`config.mk`:
```
export PLATFORM = sky130hd
export DESIGN_NAME = lcd_slot_loader
export DESIGN_NICKNAME = d
export VERILOG_FILES = /design/src/rtl/lcd_slot_pkg.sv /design/src/rtl/key_debounce.sv /design/src/rtl/lcd_slot_loader.sv
export SDC_FILE = /design/constraint.sdc
export NUM_CORES = 1
export LEC_CHECK = 0
export ABC_AREA = 1
export CAP_MARGIN = 0
export CORE_UTILIZATION = 30
export CTS_CLUSTER_DIAMETER = 50
export DETAILED_ROUTE_END_ITERATION = 10
export GPL_TIMING_DRIVEN = 0
export PLACE_DENSITY = 0.58
export SETUP_SLACK_MARGIN = 0.02
export SYNTH_ARGS = -nofsm -noshare
export SYNTH_HDL_FRONTEND = slang
export SYNTH_SLANG_ARGS = --single-unit
```
`constraint.sdc`:
```
create_clock -name iCLK -period 2.2 [get_ports iCLK]
set_input_delay 0.22 -clock iCLK [delete_from_list [all_inputs] [get_ports iCLK]]
set_output_delay 0.22 -clock iCLK [all_outputs]
set_load 0.01 [all_outputs]
```
`src/rtl/lcd_slot_pkg.sv`:
```
`default_nettype none
// ============================================================================
// Module      : lcd_slot_pkg
// Description : Shared constants and the write-pointer helper for the
//               LCD slot loader and its key debouncer.
// Revision    : 1.0 - initial release
// ============================================================================
package lcd_slot_pkg;

    localparam int NUM_SLOTS               = 12;
    localparam int PTR_W                   = 4;
    localparam int SLOT_RESET              = 0;
    localparam logic [PTR_W-1:0] LAST_SLOT = 4'd11;
    // 20 ms at 50 MHz
    localparam int DEFAULT_DEBOUNCE_CYCLES = 1000000;

    // Advance the write pointer, wrapping after the last slot
    function automatic logic [PTR_W-1:0] next_ptr(input logic [PTR_W-1:0] ptr);
        return (ptr == LAST_SLOT) ? '0 : ptr + 1'b1;
    endfunction

endpackage
`default_nettype wire

```
`src/rtl/key_debounce.sv`:
```
`default_nettype none
// ============================================================================
// Module      : key_debounce
// Description : 2-flop synchronizer, stable-level debouncer and a one-cycle
//               press pulse for an active-low push button. The pulse is
//               asserted in the cycle whose closing edge moves the stable
//               level from released (1) to pressed (0).
// Revision    : 1.0 - initial release
// ============================================================================
module key_debounce
    import lcd_slot_pkg::*;
#(
    parameter int DEBOUNCE_CYCLES = DEFAULT_DEBOUNCE_CYCLES
) (
    input  logic clk,
    input  logic rst_n,
    input  logic i_key_n,
    output logic o_press
);

    localparam int CNT_W = (DEBOUNCE_CYCLES > 2) ? $clog2(DEBOUNCE_CYCLES) : 1;
    localparam logic [CNT_W-1:0] CNT_LAST = CNT_W'(DEBOUNCE_CYCLES - 1);

    logic             r_sync0;
    logic             r_sync1;
    logic             r_stable;
    logic [CNT_W-1:0] r_cnt;
    logic             w_key_s;
    logic             w_accept;

    assign w_key_s  = r_sync1;
    // Level has differed for DEBOUNCE_CYCLES cycles: take it on this edge
    assign w_accept = (w_key_s != r_stable) && (r_cnt == CNT_LAST);
    assign o_press  = w_accept & ~w_key_s;

    // Two-stage synchronizer; resets to the released level
    always_ff @(posedge clk or negedge rst_n) begin
        if (!rst_n) begin
            r_sync0 <= 1'b1;
            r_sync1 <= 1'b1;
        end else begin
            r_sync0 <= i_key_n;
            r_sync1 <= r_sync0;
        end
    end

    // Count consecutive differing cycles; any bounce back restarts the count
    always_ff @(posedge clk or negedge rst_n) begin
        if (!rst_n) begin
            r_stable <= 1'b1;
            r_cnt    <= '0;
        end else if (w_key_s == r_stable) begin
            r_cnt    <= '0;
        end else if (w_accept) begin
            r_stable <= w_key_s;
            r_cnt    <= '0;
        end else begin
            r_cnt    <= r_cnt + 1'b1;
        end
    end

endmodule
`default_nettype wire

```
`src/rtl/lcd_slot_loader.sv`:
```
`default_nettype none
// ============================================================================
// Module      : lcd_slot_loader
// Description : Twelve-slot rolling display log for the LCD driver. Each
//               debounced press of iKEY_N stores iDATA in the next slot;
//               the pointer wraps from slot 11 back to slot 0.
//               Optional macro LCD_SLOT_CLEAR_EN adds a debounced iCLR_N
//               button that clears every slot and the pointer; a clear
//               landing with a write drops the write.
// Revision    : 1.0 - initial release
// ============================================================================
module lcd_slot_loader
    import lcd_slot_pkg::*;
#(
    parameter int DEBOUNCE_CYCLES = DEFAULT_DEBOUNCE_CYCLES,
    parameter int SLOT_W          = 8
) (
    input  logic              iCLK,
    input  logic              iRST_N,
    input  logic              iKEY_N,
`ifdef LCD_SLOT_CLEAR_EN
    input  logic              iCLR_N,
`endif
    input  logic [SLOT_W-1:0] iDATA,
    output logic [SLOT_W-1:0] oD0X0,
    output logic [SLOT_W-1:0] oD0X1,
    output logic [SLOT_W-1:0] oD0X2,
    output logic [SLOT_W-1:0] oD0X3,
    output logic [SLOT_W-1:0] oD0X4,
    output logic [SLOT_W-1:0] oD0X5,
    output logic [SLOT_W-1:0] oD1X0,
    output logic [SLOT_W-1:0] oD1X1,
    output logic [SLOT_W-1:0] oD1X2,
    output logic [SLOT_W-1:0] oD1X3,
    output logic [SLOT_W-1:0] oD1X4,
    output logic [SLOT_W-1:0] oD1X5,
    output logic [3:0]        oPTR,
    output logic              oWR_STB
);

    logic [SLOT_W-1:0] r_slot [NUM_SLOTS];
    logic [PTR_W-1:0]  r_ptr;
    logic              r_wr_stb;
    logic              w_press;
    logic              w_clr;
    logic              w_write;

    key_debounce #(
        .DEBOUNCE_CYCLES (DEBOUNCE_CYCLES)
    ) u_key_db (
        .clk     (iCLK),
        .rst_n   (iRST_N),
        .i_key_n (iKEY_N),
        .o_press (w_press)
    );

`ifdef LCD_SLOT_CLEAR_EN
    key_debounce #(
        .DEBOUNCE_CYCLES (DEBOUNCE_CYCLES)
    ) u_clr_db (
        .clk     (iCLK),
        .rst_n   (iRST_N),
        .i_key_n (iCLR_N),
        .o_press (w_clr)
    );
`else
    assign w_clr = 1'b0;
`endif

    // Clear has priority over a simultaneous write
    assign w_write = w_press & ~w_clr;

    // Slot storage, write pointer and post-write strobe
    always_ff @(posedge iCLK or negedge iRST_N) begin
        if (!iRST_N) begin
            for (int i = 0; i < NUM_SLOTS; i++) begin
                r_slot[i] <= SLOT_W'(SLOT_RESET);
            end
            r_ptr    <= '0;
            r_wr_stb <= 1'b0;
        end else begin
            r_wr_stb <= w_write;
            if (w_clr) begin
                for (int i = 0; i < NUM_SLOTS; i++) begin
                    r_slot[i] <= SLOT_W'(SLOT_RESET);
                end
                r_ptr <= '0;
            end else if (w_press) begin
                for (int i = 0; i < NUM_SLOTS; i++) begin
                    if (r_ptr == PTR_W'(i)) begin
                        r_slot[i] <= iDATA;
                    end
                end
                r_ptr <= next_ptr(r_ptr);
            end
        end
    end

    assign oD0X0   = r_slot[0];
    assign oD0X1   = r_slot[1];
    assign oD0X2   = r_slot[2];
    assign oD0X3   = r_slot[3];
    assign oD0X4   = r_slot[4];
    assign oD0X5   = r_slot[5];
    assign oD1X0   = r_slot[6];
    assign oD1X1   = r_slot[7];
    assign oD1X2   = r_slot[8];
    assign oD1X3   = r_slot[9];
    assign oD1X4   = r_slot[10];
    assign oD1X5   = r_slot[11];
    assign oPTR    = r_ptr;
    assign oWR_STB = r_wr_stb;

endmodule
`default_nettype wire
```
### Word-level counts from Yosys, hierarchy flattened

Cells that the tools add are included.

| storage, ports and cells | value |
|---|---|
| flip-flop bits (word level) | 124 |
| input bits | 11 |
| word-level logic and storage cells | 55 |

| cells by class | value |
|---|---|
| $add $sub $neg | 2 |
| equal/unequal tests | 14 |
| muxes and demuxes | 3 |
| bitwise gates (word level) | 3 |
| reduce and logical (&&, ||, !) cells | 15 |

Operators with widths:

| kind | count |
|---|---|
| $mux W20 | 2 |
| $reduce_and A2 Y1 | 13 |
| $add A20 B1 Y20 const B | 1 |
| $eq A20 B20 Y1 const B | 1 |
| $eq A4 B3 Y1 const B | 4 |
| $eq A4 B4 Y1 const B | 4 |
| $eq A4 B2 Y1 const B | 2 |
| $add A4 B1 Y4 const B | 1 |
| $eq A4 B1 Y1 const B | 1 |
| $logic_not A4 Y1 | 1 |
| $mux W4 | 1 |
| $not A1 Y1 | 2 |
| $and A1 B1 Y1 | 1 |
| $eq A1 B1 Y1 | 1 |
| $logic_and A1 B1 Y1 | 1 |
| $ne A1 B1 Y1 | 1 |

### Logic depth before layout (Yosys ltp)

Gate-level depths: netlist (run 1).

| logic depth | value |
|---|---|
| word-level depth | 4 |
| gate-level depth with buffers | 10 |
| depth with buffers taken out | 9 |

### Cells and area by module

Synthesis (run 1) repeated with hierarchy kept, for this count alone.

| unflattened totals | value |
|---|---|
| cells, all modules | 532 |
| area total of the unflattened synthesis | 5,017.3 µm² |

Modules (own cells, without submodules):

| module | times used | cells each | area each (µm²) | seq. area each (µm²) |
|---|---|---|---|---|
| lcd_slot_loader | 1 | 367 | 3,747.3 | 2,527.4 |
| key_debounce | 1 | 165 | 1,270.0 | 579.3 |

### Least setup slack after synthesis (run 1)

Ideal clock, no wire load.

| timing path | value |
|---|---|
| kind | register to register |
| start point | register r_ptr[0] (netlist: oPTR[0]) |
| end point | register r_slot, in the netlist oD0X0[0] |
| arrival | 1.513 ns |
| data required time | 2.081 ns |
| setup slack | 0.568 ns |
| stages on the path, launching flop included | 8 |
| path buffers | 0 |
| cell sequence | dfrtp_1 -> inv_1 -> ha_1 -> inv_1 -> nor2_1 -> nand4_1 -> nand2_1 -> nand2_1 |

| between the ends | value |
|---|---|
| cells in the longest elaborated chain, start to end | 2 |

Ends and longest elaborated chain:

| item | RTL line | source |
|---|---|---|
| start, declared | lcd_slot_loader.sv:42 | `logic [PTR_W-1:0] r_ptr;` |
| start signal, assigned | lcd_slot_loader.sv:94 | `r_ptr <= next_ptr(r_ptr);` |
| $logic_not A4 Y1 | lcd_slot_loader.sv:90 | `if (r_ptr == PTR_W'(i)) begin` |
| $reduce_and A2 Y1 (no source line) | -- |  |
| end signal, assigned by index | lcd_slot_loader.sv:77 | `r_slot[i] <= SLOT_W'(SLOT_RESET);` |
| end signal, assigned by index | lcd_slot_loader.sv:85 | `r_slot[i] <= SLOT_W'(SLOT_RESET);` |
| end signal, assigned by index | lcd_slot_loader.sv:91 | `r_slot[i] <= iDATA;` |
| end, declared | lcd_slot_loader.sv:41 | `logic [SLOT_W-1:0] r_slot [NUM_SLOTS];` |

No other way between the ends.
A chain may end at the register's enable or synchronous reset.

### Final worst setup path (run 1)

| timing path | value |
|---|---|
| start point | register r_ptr[1] (netlist: oPTR[1]) |
| end point | register r_slot, in the netlist oD0X1[0] |

| between the ends | value |
|---|---|
| cells in the longest elaborated chain, start to end | 2 |

Ends and longest elaborated chain:

| item | RTL line |
|---|---|
| $eq A4 B1 Y1 | lcd_slot_loader.sv:90 |
| $reduce_and A2 Y1 (no source line) | -- |

No other way between the ends.

==> results.cfg, run 1 <==
[sta]
fin_crit_sh = 0.909
rsz0062_at_grt = false
clock-skew-final_ps = 10.6
slew_headroom = 0.425
setup_viol = 0
drv_slew = 0
tightest_slew_ps = 863
hold_viol_final = 0
max_freq_ghz = 0.500
fin_setup_tns_ps = 0
post-route-min-period_ps = 2000

[synth]
seq_area_frac_synth = 0.536
post_synth.cell_area_avg_um2 = 8.68
synth_top_family_by_area = simple AND/OR/NAND/NOR gates
synthAdderAreaFrac = 0.0108
synthCells = 668
ys_ff_latch = 124
yosys.area_share.xor_xnor = 0.0166
netlist_area_mm2 = 0.00580
synthesis.nets = 684
synth-simple-area-share = 0.378
yosysUniqueCellTypes = 30
synthMuxAreaShare = 0
synth_compound_area_frac = 0.00647
ys_warn_count = 0

[global_route]
antenna_found_initial = 0
grt_start_max_net_pins = 73
grtUsageTotal = 0.179
grt-busiest-layer = met2
use_met2 = 0.265
overflow = 0
grt_pass1_vias = 4938
grt_use_met3 = 0.0391
grt_first_pass_wirelength_mm = 27.1
grt_use_met1 = 0.253

[power]
ir_drop_uv = 510
p_per_area_mw_per_mm2 = 657
total_power_mw = 5.14
p_leak_nw = 3.38

[drt]
wl_per_cell_um = 15.7
firstDrtPassIters = 5
wirelength_mm = 16.8
drcViolationCount = 0
postRouteAntennaNets = 0
drt_iter0_drc = 303
num_vias = 5053
vias_per_cell = 4.72

[layout]
num-fill-cells = 1846
diodes = 0
drive_above_1_share = 0.0827
layout_commonest_cell = nand2_1
mostFrequentLayoutCells = 255 x nand2_1, 121 x dfrtp_1, 110 x clkdlybuf4s50_1, 103 x nand4_1, 58 x nor2_1
nets = 816
area_growth_pct = 35.0

[setup_path]
cp_slowest_stage_delay_ps = 480
reg2reg_from = oPTR[1]
worst_setup_path_start_kind = register
cp.required_ps = 2500
crit_type = reg2reg
crit_path_end_kind = register
path_cells = inv_1 > ha_1 > inv_1 > nor2_1 > nand4_1 > nand2_1 > nand2_1
arrival_ps = 2300
worst-r2r-cell-count = 7
critPathSlowestCell = nor2_1
r2r-end = oD0X1[0]
worstPathMaxFanout = 9
r2r_slack_ps = 200

[floorplanning]
die_x_um = 141
fp-row-count = 50
die-height_um = 141
ios = 112
dieArea_mm2 = 0.0199
core_area_mm2 = 0.0188
initial_core_util = 0.308

[cts]
cts_max_path_buffers = 2
root_buffer = clkbuf_16
cts_tree = yes
cts_htree_levels = 4
cts_sinks = 124
clk_latency_ps = 420
path_clk_slew_ps = 50
cts_buffers = 17

[run_status]
status = complete, no violations

[hold_path]
hold_path_class = in2reg
hold_end = u_key_db.r_sync0
min_path_cells = 1
hp-start = iKEY_N

[flow_run]
drv_cap = 0

[placed_design]
io_buffers = 111
hpwl_mm = 11.4
place.gp.congestion = 0.802
timing repair:
action	in CTS	in global routing
gates resized for setup	0	2
hold endpoints to repair	50	0
setup endpoints to repair	0	16
buffers inserted	0	0
hold buffers	1	0
routing by layer:
layer / vias to the layer above / wire length [um] / part of all wire
li1: 2499 / - / -
met1: 2389 / 8020 / 0.48
met2: 146 / 7500 / 0.45
met3: 19 / 955 / 0.057
met4: 0 / 313 / 0.019
met5: - / 0 / 0
sequential cells by signal, indices dropped and copies added (netlist names), 8 cells and up:
signal,cells
oD1X4,8
u_key_db.r_cnt,20
oD1X0,8
oD0X1,8
oD0X4,8
oD1X5,8
oD1X1,8
oD0X5,8
oD1X3,8
oD1X2,8
oD0X3,8
oD0X0,8
oD0X2,8
layout make-up:
| class | instances | area (um2) | share of cell area |
|---|---|---|---|
| plain buffers | 34 | 181 | 0.0232 |
| clock buffers | 21 | 450 | 0.0576 |
| clock inverters | 8 | 96.3 | 0.0123 |
| inverters | 32 | 120 | 0.0154 |
| multi-input cells | 478 | 2390 | 0.306 |
| flip-flops and latches | 124 | 3110 | 0.397 |
| well taps | 260 | 325 | 0.0416 |
| repair buffers | 113 | 1150 | 0.147 |
stage by stage:
| step | instance area [um2] | instances | worst slack, ps | utilization | hold slack (ps) |
|---|---|---|---|---|---|
| after floorplan | 5800 | 668 | 568 | - | -75.6 |
| after global placement | 7230 | 1039 | -4280 | 0.384 | 347 |
| after detailed placement | 7260 | 1040 | 31.1 | 0.386 | 212 |
| after CTS | 7820 | 1070 | 20.6 | 0.415 | 197 |
| after global routing | 7830 | 1070 | 24.2 | 0.416 | 207 |
| final | 7830 | 1070 | 199 | 0.416 | 208 |
report_power, final:
part / total [mW] / switching, mW / internal, mW / leakage [nW]
Combinational: 0.181 / 0.143 / 0.0380 / 1.89
Sequential: 2.30 / 0.00607 / 2.29 / 1.22
Clock: 2.66 / 0.991 / 1.67 / 0.268
cells by family (layout without fill, tap and decap cells):
family | Yosys count | in the layout
compound gates | 7 | 7
xor+xnor | 11 | 11
fa+ha+maj | 5 | 5
buf+inv | 66 | 208
flops | 124 | 124
simple gates | 455 | 455
worst max-delay path, delay by kind of cell (launching register included):
family | cells | cell delay [ps]
flip-flops | 1 | 440
buffers and inverters | 2 | 180
adder cells (fa/ha/maj) | 1 | 140
AND/OR/NAND/NOR | 4 | 1120
cells in the mapped netlist:
library cell	instances	share of area
clkbuf_1	21	0.014
buf_4	11	0.014
xor2_1	8	0.012
a21oi_1	2	0.0017
nand2_1	255	0.17
o21ai_0	2	0.0017
ha_1	5	0.011
nor2_4	3	0.0058
clkinv_1	1	0.00065
dfstp_2	3	0.014
or2_2	1	0.0011
buf_8	1	0.0026
xnor2_1	3	0.0045
nor2_1	60	0.039
nor3_1	3	0.0026
inv_1	26	0.017
o22ai_1	1	0.0011
nand3_1	14	0.012
a31oi_1	1	0.0011
nand2_2	2	0.0022
nand3b_1	1	0.0013
nand4_1	103	0.11
dfrtp_1	121	0.52
o21ai_1	1	0.00086
buf_2	1	0.00086
nand4_4	9	0.033
and2_1	2	0.0022
nor3b_1	1	0.0013
nand3_2	1	0.0017
inv_2	5	0.0032
worst max-delay path by stage:
| stage | cells past startpoint | end | startpoint |
|---|---|---|---|
| 2_1_floorplan | 7 | oD0X0[0] | oPTR[0] |
| 3_3_place_gp | 1 | oD1X3[3] | iRST_N |
| 3_5_place_dp | 7 | oD0X2[1] | oPTR[0] |
| 4_1_cts | 7 | oD0X2[5] | oPTR[0] |
| 5_1_grt | 7 | oD0X1[4] | oPTR[1] |
| 6_report | 7 | oD0X1[0] | oPTR[1] |
Power figures use the tool's default switching activity.
==> run 2: changes to the inputs <==
--- a/config.mk
+++ b/config.mk
@@ -6,7 +6,7 @@
 export NUM_CORES = 1
 export LEC_CHECK = 0
 export ABC_AREA = 1
-export CAP_MARGIN = 0
+export CAP_MARGIN = 25
 export CORE_UTILIZATION = 30
 export CTS_CLUSTER_DIAMETER = 50
 export DETAILED_ROUTE_END_ITERATION = 10
==> results.cfg, run 2 (synthesis gave the netlist of run 1 again) <==
[run_status]
status = complete, no violations

[layout]
diodes = 0
top_register = u_key_db.r_cnt
nets = 816
layout_commonest_cell = nand2_1
mostFrequentLayoutCells = 255 x nand2_1, 121 x dfrtp_1, 110 x clkdlybuf4s50_1, 103 x nand4_1, 58 x nor2_1
area_growth_pct = 35.0
drive_above_1_share = 0.0827
largest_reg_flops = 20
finalInstanceArea_mm2 = 0.00783

[cts]
cts_max_path_buffers = 2
path_clk_slew_ps = 50
cts_buffers = 17
cts_tree = yes
root_buffer = clkbuf_16
clk_latency_ps = 420
cts_setup_buffers = 0
cts_sinks = 124
cts_htree_levels = 4

[setup_path]
crit_path_end_kind = register
cp.required_ps = 2500
path_cells = inv_1 > ha_1 > inv_1 > nor2_1 > nand4_1 > nand2_1 > nand2_1
critPathSlowestCell = nor2_1
arrival_ps = 2300
crit_type = reg2reg
reg2reg_from = oPTR[1]
worstPathMaxFanout = 9
crit_start = oPTR[1]
cp_slowest_stage_delay_ps = 480
worst_setup_path_start_kind = register

[floorplanning]
initial_core_util = 0.308
dieArea_mm2 = 0.0199
ios = 112
die-height_um = 141
fp-row-count = 50
die_x_um = 141
core_area_mm2 = 0.0188

[placed_design]
hpwl_mm = 11.4
io_buffers = 111
place.gp.congestion = 0.802
placed_cell_area_mm2 = 0.00726

[global_route]
grt_pass1_vias = 4938
grtUsageTotal = 0.179
antenna_found_initial = 0
overflow = 0
grt_first_pass_wirelength_mm = 27.1
grt_start_max_net_pins = 73

[sta]
post-route-min-period_ps = 2000
hold_viol_final = 0
fin_setup_tns_ps = 0
slew_headroom = 0.425
setup_viol = 0
rsz0062_at_grt = false
tightest_slew_ps = 863
fin_crit_sh = 0.909
max_freq_ghz = 0.500
drv_slew = 0
clock-skew-final_ps = 10.6

[power]
ir_drop_uv = 510
p_per_area_mw_per_mm2 = 657
p_leak_nw = 3.38

[drt]
drt_iter0_drc = 303
wl_per_cell_um = 15.7
vias_per_cell = 4.72
wirelength_mm = 16.8
drcViolationCount = 0
postRouteAntennaNets = 0
firstDrtPassIters = 5
num_vias = 5053

[flow_run]
drv_cap = 0

[hold_path]
hp-start = iKEY_N
hold_path_class = in2reg
[run 2: cell counts in the layout (fill, tap and decap cells not counted)]
No cell type changed its count.
[run 2: critical path: cells and delay by family, from the launching register on]
kind                     cells  cell delay (ps)
buffers and inverters        2              180
flip-flops                   1              440
adder cells (fa/ha/maj)      1              140
AND/OR/NAND/NOR              4             1120
[run 2: routing by layer]
layer | track usage | vias up | share of wire | routed length [um]
met4 | 0.0727 | 0 | 0.019 | 313
met5 | 0 | - | 0 | 0
met2 | 0.265 | 146 | 0.45 | 7500
met1 | 0.253 | 2389 | 0.48 | 8020
li1 | - | 2499 | - | -
met3 | 0.0391 | 19 | 0.057 | 955
[run 2: power by group]
| group | total, mW | internal [mW] | switching, mW |
|---|---|---|---|
| Clock | 2.66 | 1.67 | 0.991 |
| Sequential | 2.30 | 2.29 | 0.00607 |
| Combinational | 0.181 | 0.0380 | 0.143 |
| Total | 5.14 | 4.00 | 1.14 |
[run 2: area by class of cell]
type / instances / area (um2)
Fill cell: 1846 / 11000
Sequential cell: 124 / 3110
Multi-Input combinational cell: 478 / 2390
Timing Repair Buffer: 113 / 1150
Clock buffer: 21 / 450
Tap cell: 260 / 325
Buffer: 34 / 181
Inverter: 32 / 120
Clock inverter: 8 / 96.3
[run 2: what timing repair did]
| item | in CTS | in global routing |
|---|---|---|
| hold endpoints to repair | 50 | 0 |
| resized for setup | 0 | 2 |
| setup endpoints to repair | 0 | 16 |
| hold buffers | 1 | 0 |
[run 2: path summary, 6_finish.rpt]
check / endpoint / slack, ps / cells past startpoint
max in group asynchronous: oD1X2[1] / 1120 / 3
min in group asynchronous: oWR_STB / 330 / 2
worst max register to register: oD0X1[0] / 200 / 7
worst max-delay path: oD0X1[0] / 200 / 7
worst min register to register: u_key_db.r_sync1 / 360 / 0
worst min-delay path: u_key_db.r_sync0 / 210 / 1
[run 2: per-stage QoR]
stage / std cells / worst slack [ps] / power (mW) / utilization / hold slack (ps)
finish: 1070 / 199 / 5.14 / 0.416 / 208
global route: 1070 / 24.2 / 5.33 / 0.416 / 207
CTS: 1070 / 20.6 / 5.19 / 0.415 / 197
detailed placement: 1040 / 31.1 / 2.52 / 0.386 / 212
global placement: 1039 / -4280 / 2.51 / 0.384 / 347
floorplan: 668 / 568 / 2.40 / - / -75.6
